File: src/rtl/fakeram_dp_ctrl_pkg.sv
// fakeram_dp_ctrl_pkg: shared constants and width helpers for the fakeram dual-port controller
package fakeram_dp_ctrl_pkg;
    localparam logic [0:0] ST_INIT = 1'b0;
    localparam logic [0:0] ST_RUN  = 1'b1;
    localparam logic [2:0] EMA_DEFAULT = 3'b010;
    function automatic int cnt_w(input int n);
        return $clog2(n + 1);
    endfunction
    function automatic int ptr_w(input int n);
        return (n > 1) ? $clog2(n) : 1;
    endfunction
endpackage

File: src/rtl/fakeram_dp_port_ctrl_if.sv
// fakeram_dp_port_ctrl_if: request/return streams plus macro pins of the dual-port controller
interface fakeram_dp_port_ctrl_if #(parameter int ADDR_W = 5, parameter int DATA_W = 32);
    logic              init_done;
    logic              wr_v;
    logic [ADDR_W-1:0] wr_addr;
    logic [DATA_W-1:0] wr_data;
    logic              wr_ready;
    logic              rd_v;
    logic [ADDR_W-1:0] rd_addr;
    logic              rd_ready;
    logic [DATA_W-1:0] rd_data;
    logic              rd_data_v;
    logic              rd_data_yumi;
    logic              mem_cena;
    logic [ADDR_W-1:0] mem_aa;
    logic [DATA_W-1:0] mem_qa;
    logic              mem_cenb;
    logic [ADDR_W-1:0] mem_ab;
    logic [DATA_W-1:0] mem_db;
    logic [2:0]        mem_ema;
    modport slave (
        output init_done, wr_ready, rd_ready, rd_data, rd_data_v,
        output mem_cena, mem_aa, mem_cenb, mem_ab, mem_db, mem_ema,
        input  wr_v, wr_addr, wr_data, rd_v, rd_addr, rd_data_yumi, mem_qa
    );
    modport master (
        input  init_done, wr_ready, rd_ready, rd_data, rd_data_v,
        input  mem_cena, mem_aa, mem_cenb, mem_ab, mem_db, mem_ema,
        output wr_v, wr_addr, wr_data, rd_v, rd_addr, rd_data_yumi, mem_qa
    );
endinterface

File: src/rtl/fakeram_dp_rd_fifo.sv
// fakeram_dp_rd_fifo: small read-return FIFO with valid/yumi handshake and occupancy count
module fakeram_dp_rd_fifo
    import fakeram_dp_ctrl_pkg::*;
#(
    parameter int DATA_W = 32,
    parameter int DEPTH  = 2
) (
    input  logic                     clk,
    input  logic                     rst,
    input  logic                     push,
    input  logic [DATA_W-1:0]        din,
    input  logic                     yumi,
    output logic [DATA_W-1:0]        dout,
    output logic                     v,
    output logic [cnt_w(DEPTH)-1:0]  cnt
);
    localparam int PW = ptr_w(DEPTH);
    localparam int CW = cnt_w(DEPTH);
    logic [DATA_W-1:0] mem [DEPTH];
    logic [PW-1:0]     wp, rp;
    logic              pop;
    assign v    = cnt != '0;
    assign pop  = yumi & v;
    assign dout = mem[rp];
    always_ff @(posedge clk or posedge rst) begin
        if (rst) begin
            wp  <= '0;
            rp  <= '0;
            cnt <= '0;
        end else begin
            if (push) wp <= (wp == PW'(DEPTH - 1)) ? '0 : wp + 1'b1;
            if (pop) rp <= (rp == PW'(DEPTH - 1)) ? '0 : rp + 1'b1;
            cnt <= cnt + CW'(push) - CW'(pop);
        end
    end
    always_ff @(posedge clk) begin
        if (push) mem[wp] <= din;
    end
    // popping an empty FIFO is a consumer bug; the pop itself is ignored
    a_no_pop_empty: assert property (@(posedge clk) disable iff (rst) yumi |-> v)
        else $error("rd_fifo pop while empty");
endmodule

File: src/rtl/fakeram_dp_port_ctrl.sv
// fakeram_dp_port_ctrl: request-side controller for the fakeram 32x32 dual-port macro (read A, write B)
module fakeram_dp_port_ctrl
    import fakeram_dp_ctrl_pkg::*;
#(
    parameter int ADDR_W      = 5,
    parameter int DATA_W      = 32,
    parameter int OFIFO_DEPTH = 2,
    parameter int INIT_CLEAR  = 1
) (
    input logic                    clk,
    input logic                    rst,
    fakeram_dp_port_ctrl_if.slave  bus
);
    localparam int DEPTH = 1 << ADDR_W;
    localparam int CW    = cnt_w(OFIFO_DEPTH);
    logic [0:0]        state;
    logic [ADDR_W:0]   init_cnt;
    logic              inflight, fwd;
    logic [DATA_W-1:0] fwd_data;
    logic [CW-1:0]     fifo_cnt;
    logic [CW:0]       occ;
    logic              run, clr, pop, credit, wr_rdy, rd_rdy, wr_acc, rd_acc;
    always_comb begin
        run    = ~rst & (state == ST_RUN);
        clr    = ~rst & (state == ST_INIT);
        pop    = bus.rd_data_yumi & bus.rd_data_v;
        occ    = {1'b0, fifo_cnt} + (CW+1)'(inflight) - (CW+1)'(pop);
        credit = occ < (CW+1)'(OFIFO_DEPTH);
        wr_rdy = run & ~inflight;
        rd_rdy = run & credit & ~(bus.wr_v & inflight);
        wr_acc = bus.wr_v & wr_rdy;
        rd_acc = bus.rd_v & rd_rdy;
    end
    // QA is corrupted by a concurrent write, so writes wait out the capture cycle
    always_comb begin
        bus.init_done = run;
        bus.wr_ready  = wr_rdy;
        bus.rd_ready  = rd_rdy;
        bus.mem_cena  = ~rd_acc;
        bus.mem_aa    = rd_acc ? bus.rd_addr : '0;
        bus.mem_cenb  = ~(wr_acc | clr);
        bus.mem_ab    = clr ? init_cnt[ADDR_W-1:0] : (wr_acc ? bus.wr_addr : '0);
        bus.mem_db    = wr_acc ? bus.wr_data : '0;
        bus.mem_ema   = EMA_DEFAULT;
    end
    always_ff @(posedge clk or posedge rst) begin
        if (rst) begin
            state    <= (INIT_CLEAR != 0) ? ST_INIT : ST_RUN;
            init_cnt <= '0;
            inflight <= 1'b0;
            fwd      <= 1'b0;
            fwd_data <= '0;
        end else begin
            if (state == ST_INIT) begin
                init_cnt <= init_cnt + 1'b1;
                if (init_cnt == (ADDR_W+1)'(DEPTH - 1)) state <= ST_RUN;
            end
            inflight <= rd_acc;
            fwd      <= rd_acc & wr_acc & (bus.rd_addr == bus.wr_addr);
            if (rd_acc & wr_acc & (bus.rd_addr == bus.wr_addr)) fwd_data <= bus.wr_data;
        end
    end
    fakeram_dp_rd_fifo #(.DATA_W(DATA_W), .DEPTH(OFIFO_DEPTH)) u_fifo (
        .clk  (clk),
        .rst  (rst),
        .push (inflight),
        .din  (fwd ? fwd_data : bus.mem_qa),
        .yumi (bus.rd_data_yumi),
        .dout (bus.rd_data),
        .v    (bus.rd_data_v),
        .cnt  (fifo_cnt)
    );
endmodule
File: src/flat_wrapper.sv
// flat-port wrapper written by rule: the top's interface ports become plain ports
module fakeram_dp_port_ctrl_flat import fakeram_dp_ctrl_pkg::*;
#(
    parameter int ADDR_W      = 5,
    parameter int DATA_W      = 32,
    parameter int OFIFO_DEPTH = 2,
    parameter int INIT_CLEAR  = 1
)
  (clk, rst, bus_init_done, bus_wr_ready, bus_rd_ready, bus_rd_data, bus_rd_data_v, bus_mem_cena, bus_mem_aa, bus_mem_cenb, bus_mem_ab, bus_mem_db, bus_mem_ema, bus_wr_v, bus_wr_addr, bus_wr_data, bus_rd_v, bus_rd_addr, bus_rd_data_yumi, bus_mem_qa);
  fakeram_dp_port_ctrl_if #(.ADDR_W(ADDR_W), .DATA_W(DATA_W)) bus_i ();
  input logic clk;
  input logic rst;
  output wire logic [$bits(bus_i.init_done)-1:0] bus_init_done;
  output wire logic [$bits(bus_i.wr_ready)-1:0] bus_wr_ready;
  output wire logic [$bits(bus_i.rd_ready)-1:0] bus_rd_ready;
  output wire logic [$bits(bus_i.rd_data)-1:0] bus_rd_data;
  output wire logic [$bits(bus_i.rd_data_v)-1:0] bus_rd_data_v;
  output wire logic [$bits(bus_i.mem_cena)-1:0] bus_mem_cena;
  output wire logic [$bits(bus_i.mem_aa)-1:0] bus_mem_aa;
  output wire logic [$bits(bus_i.mem_cenb)-1:0] bus_mem_cenb;
  output wire logic [$bits(bus_i.mem_ab)-1:0] bus_mem_ab;
  output wire logic [$bits(bus_i.mem_db)-1:0] bus_mem_db;
  output wire logic [$bits(bus_i.mem_ema)-1:0] bus_mem_ema;
  input wire logic [$bits(bus_i.wr_v)-1:0] bus_wr_v;
  input wire logic [$bits(bus_i.wr_addr)-1:0] bus_wr_addr;
  input wire logic [$bits(bus_i.wr_data)-1:0] bus_wr_data;
  input wire logic [$bits(bus_i.rd_v)-1:0] bus_rd_v;
  input wire logic [$bits(bus_i.rd_addr)-1:0] bus_rd_addr;
  input wire logic [$bits(bus_i.rd_data_yumi)-1:0] bus_rd_data_yumi;
  input wire logic [$bits(bus_i.mem_qa)-1:0] bus_mem_qa;
  assign bus_init_done = bus_i.init_done;
  assign bus_wr_ready = bus_i.wr_ready;
  assign bus_rd_ready = bus_i.rd_ready;
  assign bus_rd_data = bus_i.rd_data;
  assign bus_rd_data_v = bus_i.rd_data_v;
  assign bus_mem_cena = bus_i.mem_cena;
  assign bus_mem_aa = bus_i.mem_aa;
  assign bus_mem_cenb = bus_i.mem_cenb;
  assign bus_mem_ab = bus_i.mem_ab;
  assign bus_mem_db = bus_i.mem_db;
  assign bus_mem_ema = bus_i.mem_ema;
  assign bus_i.wr_v = bus_wr_v;
  assign bus_i.wr_addr = bus_wr_addr;
  assign bus_i.wr_data = bus_wr_data;
  assign bus_i.rd_v = bus_rd_v;
  assign bus_i.rd_addr = bus_rd_addr;
  assign bus_i.rd_data_yumi = bus_rd_data_yumi;
  assign bus_i.mem_qa = bus_mem_qa;
  fakeram_dp_port_ctrl #(.ADDR_W(ADDR_W), .DATA_W(DATA_W), .OFIFO_DEPTH(OFIFO_DEPTH), .INIT_CLEAR(INIT_CLEAR)) u_core (.clk(clk), .rst(rst), .bus(bus_i));
endmodule
File: config.mk
export PLATFORM = sky130hd
export DESIGN_NAME = fakeram_dp_port_ctrl_flat
export DESIGN_NICKNAME = d
export VERILOG_FILES = /design/src/rtl/fakeram_dp_ctrl_pkg.sv /design/src/rtl/fakeram_dp_port_ctrl_if.sv /design/src/rtl/fakeram_dp_rd_fifo.sv /design/src/rtl/fakeram_dp_port_ctrl.sv /design/src/flat_wrapper.sv
export SDC_FILE = /design/constraint.sdc
export NUM_CORES = 1
export LEC_CHECK = 0
export BUFFER_PORTS_ARGS = -buffer_cell sky130_fd_sc_hd__clkbuf_2
export CAP_MARGIN = 20
export CORE_MARGIN = 2
export CORE_UTILIZATION = 45
export DETAILED_ROUTE_END_ITERATION = 7
export GPL_TIMING_DRIVEN = 0
export PLACE_DENSITY = 0.75
export SETUP_SLACK_MARGIN = 0.5
export SLEW_MARGIN = 10
export SYNTH_ARGS = -nofsm -noshare
export SYNTH_HDL_FRONTEND = slang
export SYNTH_SLANG_ARGS = --single-unit
File: constraint.sdc
create_clock -name clk -period 4.76 [get_ports clk]
set_input_delay 0.952 -clock clk [delete_from_list [all_inputs] [get_ports clk]]
set_output_delay 0.952 -clock clk [all_outputs]
set_load 0.005 [all_outputs]
==> impl_metrics.py, run 1 <==
metrics = {
    "drt": {
        "drt_first_pass_iters": 6,
        "top_layer": "met4",
        "avgRoutedWirePerCell_um": 16.15,
        "antenna_left": 0,
        "wl_met1_mm": 4.245,
        "wl_met2_mm": 5.236,
        "drtIter0Drc": 65,
        "vias": 3102,
        "met3_length_um": 654,
        "avgViaCountPerCell": 4.870,
        "drcViolationCount": 0,
        "wl_mm": 10.29,
    },
    "sta": {
        "finalSetupTns_ns": 0,
        "slew_headroom": 0.5783,
        "rsz0062_at_grt": "false",
        "hold_viol": 0,
        "worst_slack_ns": 0.6882,
        "finalClockSkew_ns": 0.009935,
        "worst_pin_slew_ns": 0.6326,
        "final-setup-viol-count": 0,
        "fin_crit_sh": 0.8554,
        "drv_slew": 0,
        "max_freq_ghz": 0.2456,
        "min_period_ns": 4.072,
    },
    "final_layout": {
        "instances_no_fill": 637,
        "final_cell_mix": "clkbuf_2, mux2_2, edfxtp_1",
        "antenna_cells": 0,
        "area_growth_pct": 25.65,
        "fin_area_um2": 6178,
        "drive_above_1_share": 0.5755,
        "num-fill-cells": 921,
        "nets": 576,
        "layout_commonest_cell": "clkbuf_2",
    },
    "clocking": {
        "cts_tree": "built",
        "htree_levels": 3,
        "root_buffer": "clkbuf_8",
        "cts_buffers": 9,
        "clk_pin_slew_ns": 0.10,
        "clkLatencyLatePin_ns": 0.37,
        "cts_buffer_depth": 2,
        "cts_sinks": 109,
        "cts_setup_buffers": 0,
        "cts_hold_buf": 0,
    },
    "global_route": {
        "grt_pass1_wl_mm": 15.25,
        "grt_antenna_before_repair": 0,
        "grt_pass1_vias": 3099,
        "grt_start_max_net_pins": 32,
        "grt_overflow": 0,
        "track_usage": 0.1771,
    },
    "pwr": {
        "ir_worst_vdd_uv": 139.9,
        "total_leakage_power_nw": 2.749,
        "fin_total_pwr_mw": 2.447,
        "powerDensity_nw_per_um2": 396.1,
    },
    "yosys": {
        "synth_cells": 320,
        "synth_cell_type_count": 33,
        "yosysWarnings": 0,
        "netlist_area_um2": 4917,
        "ys_ff_latch": 109,
        "synth_seq_area_share": 0.6198,
        "synth_area_per_cell_um2": 15.37,
    },
    "worst_setup_path": {
        "worst_ep_required_time_ns": 3.81,
        "critPathMaxFanout": 7,
        "start_kind": "flip-flop",
        "worstSetupEndpointType": "output pin",
        "worstPathArrival_ns": 3.12,
        "critPathKind": "flip-flop to output pin",
    },
    "floorplan": {
        "die_x_um": 108.5,
        "die_h_um": 108.5,
        "fp.coreArea_um2": 10750,
        "die_area_um2": 11780,
        "top_level_ports": 162,
        "num_rows": 38,
        "initial_core_util": 0.4576,
    },
    "job": {
        "drv_cap": 0,
    },
    "min_path": {
        "hold_class": "flip-flop to flip-flop",
    },
    "place": {
        "preCtsSetupSlack_ns": 0.6080,
        "io_buffers": 158,
        "hpwl_mm": 7.398,
        "dp_cells": 622,
        "gp_congestion": 0.7449,
        "placed_area_um2": 5971,
    },
    "status": {
        "status": "finished clean",
    },
}
==> area by class of cell <==
cell class	instances	area (um^2)	share of cell area
flip-flops and latches	109	3048	0.4933
repair buffers	161	865.8	0.1401
clock buffers	9	123.9	0.02005
inverters	6	22.52	0.003645
plain buffers	19	108.9	0.01762
multi-input cells	187	1762	0.2851
clock inverters	6	72.57	0.01175
well taps	140	175.2	0.02835
==> synth_stat cells, drive strengths merged <==
cell type	number	share of area
buf	10	0.015
xnor2	10	0.018
nand4	1	0.0013
a21oi	1	0.0010
a41o	1	0.0020
or2	1	0.0013
and3	1	0.0013
and2	40	0.051
conb	2	0.0015
nand3	2	0.0031
dfrtp	45	0.23
xor2	2	0.0036
fa	1	0.0041
clkbuf	9	0.0069
inv	6	0.0046
nor4	2	0.0056
and4bb	1	0.0033
a2bb2oi	1	0.0031
and3b	1	0.0018
a22o	5	0.0089
nor2	4	0.0031
nand2	6	0.0046
nand4b	1	0.0018
nor2b	2	0.0025
mux2	97	0.22
edfxtp	64	0.39
ha	3	0.0076
nand2b	1	0.0013
==> state kept, by name (all words and copies together), names as in the netlist, 2 cells and up <==
name               flops
u_core.u_fifo.mem     64
u_core.fwd_data       32
u_core.init_cnt        6
u_core.u_fifo.cnt      2
==> per-stage QoR <==
step	util	hold slack [ns]
2_1_floorplan	-	0.4462
3_3_place_gp	0.5479	0.4624
3_5_place_dp	0.5557	0.4678
4_1_cts	0.5742	0.4825
5_1_grt	0.5750	0.5077
6_report	0.5750	0.4787
==> power by group <==
part | switching, mW | internal (mW)
logic | 0.359 | 0.361
registers | 0.0397 | 1.12
clock network | 0.319 | 0.246
total | 0.718 | 1.73
==> cell families (layout without fill, tap and decap cells) <==
kind of cell	count (synthesis)	after routing	synth area share
other	2	3	0.001527
flip-flops	109	109	0.6198
buffers and inverters	25	201	0.02672
AND/OR/NAND/NOR	63	63	0.08168
AO/OA/AOI/OAI	8	8	0.01501
multiplexers	97	97	0.2221
adder cells (fa/ha/maj)	4	4	0.01171
XOR/XNOR	12	12	0.02137
==> repair_timing <==
action	in CTS	in global routing
endpoints found under the hold margin	0	0
resized for setup	1	2
endpoints found under the setup margin	5	5
==> final timing paths <==
check                                     startpoint                  end  slack (ns)  cells after the start
worst min register to register    u_core.init_cnt[5]   u_core.init_cnt[5]        0.48                      1
min in group asynchronous                        rst   u_core.init_cnt[4]        0.56                      2
worst max-delay path            u_core.u_fifo.cnt[1]        bus_mem_aa[1]        0.69                     11
worst max register to register  u_core.u_fifo.cnt[1]  u_core.fwd_data[12]        1.36                     11
worst min-delay path              u_core.init_cnt[5]   u_core.init_cnt[5]        0.48                      1
max in group asynchronous                        rst  u_core.fwd_data[19]        3.69                      3
==> routing by layer <==
metal / vias to the layer above / GRT usage
li1: 1487 / -
met1: 1491 / 0.2080
met2: 110 / 0.3161
met3: 14 / 0.03677
met4: 0 / 0.06960
met5: - / 0
==> worst max-delay path, cell delays in order, from the launching register on <==
cell      delay [ns]
dfrtp_1         0.45
or2_2           0.32
and2_1          0.20
ha_1            0.28
inv_1           0.04
ha_1            0.18
fa_1            0.50
a21oi_2         0.20
nand2_1         0.13
nor2_4          0.19
and2_1          0.15
clkbuf_2        0.10
Power figures use the tool's default switching activity.
==> run 2, diff against run 1 <==
--- a/config.mk
+++ b/config.mk
@@ -7,13 +7,16 @@
 export LEC_CHECK = 0
 export BUFFER_PORTS_ARGS = -buffer_cell sky130_fd_sc_hd__clkbuf_2
 export CAP_MARGIN = 20
+export CELL_PAD_IN_SITES_DETAIL_PLACEMENT = 0
+export CELL_PAD_IN_SITES_GLOBAL_PLACEMENT = 1
 export CORE_MARGIN = 2
-export CORE_UTILIZATION = 45
+export CORE_UTILIZATION = 44
 export DETAILED_ROUTE_END_ITERATION = 7
 export GPL_TIMING_DRIVEN = 0
-export PLACE_DENSITY = 0.75
+export PLACE_DENSITY = 0.89
 export SETUP_SLACK_MARGIN = 0.5
 export SLEW_MARGIN = 10
 export SYNTH_ARGS = -nofsm -noshare
 export SYNTH_HDL_FRONTEND = slang
 export SYNTH_SLANG_ARGS = --single-unit
+export TNS_END_PERCENT = 5
==> impl_metrics.py, run 2 (synthesis gave the netlist of run 1 again) <==
metrics = {
    "status": {
        "status": "finished clean",
    },
    "drt": {
        "top_layer": "met4",
        "drtIter0Drc": 66,
        "drcViolationCount": 0,
        "avgRoutedWirePerCell_um": 15.58,
        "met3_length_um": 561,
        "wl_mm": 9.925,
        "vias": 3121,
        "wl_met1_mm": 4.180,
        "wl_met2_mm": 5.062,
        "avgViaCountPerCell": 4.900,
        "antenna_left": 0,
        "drt_first_pass_iters": 4,
    },
    "clocking": {
        "clkLatencyLatePin_ns": 0.36,
        "clk_pin_slew_ns": 0.11,
        "cts_buffers": 9,
        "cts_sinks": 109,
        "root_buffer": "clkbuf_8",
        "cts_buffer_depth": 2,
        "cts_hold_buf": 0,
        "cts_tree": "built",
        "htree_levels": 3,
    },
    "pwr": {
        "total_leakage_power_nw": 2.743,
        "powerDensity_nw_per_um2": 395.9,
        "fin_total_pwr_mw": 2.436,
        "ir_worst_vdd_uv": 162.7,
    },
    "final_layout": {
        "largest_reg_flops": 64,
        "num-fill-cells": 920,
        "regMostFlops": "u_core.u_fifo.mem",
        "final_cell_mix": "clkbuf_2, mux2_2, edfxtp_1",
        "antenna_cells": 0,
        "nets": 575,
        "layout_commonest_cell": "clkbuf_2",
        "area_growth_pct": 25.14,
        "drive_above_1_share": 0.5734,
        "top_regs": "u_core.u_fifo.mem: 64 flops, u_core.fwd_data: 32 flops, u_core.init_cnt: 6 flops",
        "final_util": 0.5652,
    },
    "sta": {
        "rsz0062_at_grt": "false",
        "fin_hold_ws_ns": 0.5014,
        "worst_pin_slew_ns": 0.8181,
        "drv_slew": 0,
        "hold_viol": 0,
        "max_freq_ghz": 0.2466,
        "finalClockSkew_ns": 0.01286,
        "fin_crit_sh": 0.8519,
        "finalSetupTns_ns": 0,
        "min_period_ns": 4.055,
        "final-setup-viol-count": 0,
        "slew_headroom": 0.4546,
        "worst_slack_ns": 0.7049,
    },
    "global_route": {
        "grt_pass1_wl_mm": 15.04,
        "grt_start_max_net_pins": 33,
        "track_usage": 0.1686,
        "grt_pass1_vias": 3043,
        "grt_antenna_before_repair": 0,
        "grt_overflow": 0,
    },
    "min_path": {
        "whs_endpoint": "u_core.fwd_data[2]",
        "min-delay-start": "u_core.fwd_data[2]",
        "hold_class": "flip-flop to flip-flop",
        "whs_path_depth": 1,
    },
    "worst_setup_path": {
        "slowest_delay_ns": 0.49,
        "r2r-start": "u_core.u_fifo.cnt[1]",
        "worst_ep_required_time_ns": 3.81,
        "critPathKind": "flip-flop to output pin",
        "r2r_end": "u_core.fwd_data[12]",
        "ff2ff_setup_slack_ns": 1.32,
        "critPathMaxFanout": 7,
        "worstSetupEndpointType": "output pin",
        "cpMaxStageDelayCell": "fa_1",
        "path_cells": "or2_2, and2_1, ha_1, inv_1, ha_1, fa_1, a21oi_2, nand2_1, nor2_4, and2_1, clkbuf_2",
        "worstPathArrival_ns": 3.10,
        "start_kind": "flip-flop",
        "rr_worst_depth": 11,
    },
    "job": {
        "drv_cap": 0,
    },
    "place": {
        "hpwl_mm": 7.413,
        "io_buffers": 158,
        "gp_congestion": 0.7279,
        "preCtsSetupSlack_ns": 0.5645,
    },
    "floorplan": {
        "top_level_ports": 162,
        "fp.coreArea_um2": 10890,
        "die_area_um2": 12040,
        "initial_core_util": 0.4516,
        "die_x_um": 109.7,
        "num_rows": 38,
        "die_h_um": 109.7,
    },
}
[run 2: cell count changes in the layout (fill, tap and decap cells not counted)]
cell,delta
clkbuf_1,+1
buf_12,+1
buf_16,-2
inv_6,-1
inv_8,+2
clkinvlp_4,-1
[run 2: repair_timing]
| action | 4_1_cts | 5_1_grt |
|---|---|---|
| setup buffers | 0 | 0 |
| endpoints found under the setup margin | 5 | 5 |
| gates resized for setup | 1 | 2 |
[run 2: power by group]
group | internal (mW) | leakage (nW) | switching [mW]
clock | 0.255 | 0.105 | 0.318
combinational | 0.350 | 1.45 | 0.350
sequential | 1.12 | 1.19 | 0.0390
total | 1.73 | 2.74 | 0.708
[run 2: worst max-delay path, delay by kind of cell (launching register included)]
family | cells | cell delay [ns]
compound gates | 1 | 0.19
fa+ha+maj | 3 | 0.97
buf+inv | 2 | 0.16
flops | 1 | 0.45
simple gates | 5 | 1.00
[run 2: worst max path at each step]
stage                                    start             to  slack [ns]
after floorplan               bus_rd_data_yumi  bus_mem_aa[0]        1.11
after global placement        bus_rd_data_yumi  bus_mem_aa[1]        0.63
after detailed placement      bus_rd_data_yumi  bus_mem_aa[1]        0.56
after CTS                 u_core.u_fifo.cnt[1]  bus_mem_aa[1]        0.55
after global routing      u_core.u_fifo.cnt[1]  bus_mem_aa[2]        0.56
final                     u_core.u_fifo.cnt[1]  bus_mem_aa[1]        0.70
[run 2: area by class of cell]
class	count	area [um^2]	share of cell area
multi-input combinational	187	1762	0.2863
inverter	6	22.52	0.003660
clock buffer	10	127.6	0.02074
sequential	109	3048	0.4953
timing repair buffer	160	830.8	0.1350
clock inverter	6	78.83	0.01281
buffer	19	108.9	0.01769
tap	140	175.2	0.02847
[run 2: layer usage]
| layer | global-route usage | vias to the layer above |
|---|---|---|
| met3 | 0.03438 | 11 |
| met2 | 0.3056 | 105 |
| met4 | 0.04882 | 0 |
| li1 | - | 1482 |
| met5 | 0 | - |
| met1 | 0.2021 | 1523 |
[run 2: metrics by stage]
step                cells  cell area [um^2]
floorplan             321              4921
global placement      619              5887
detailed placement    621              5936
CTS                   637              6145
global route          637              6153
finish                637              6153
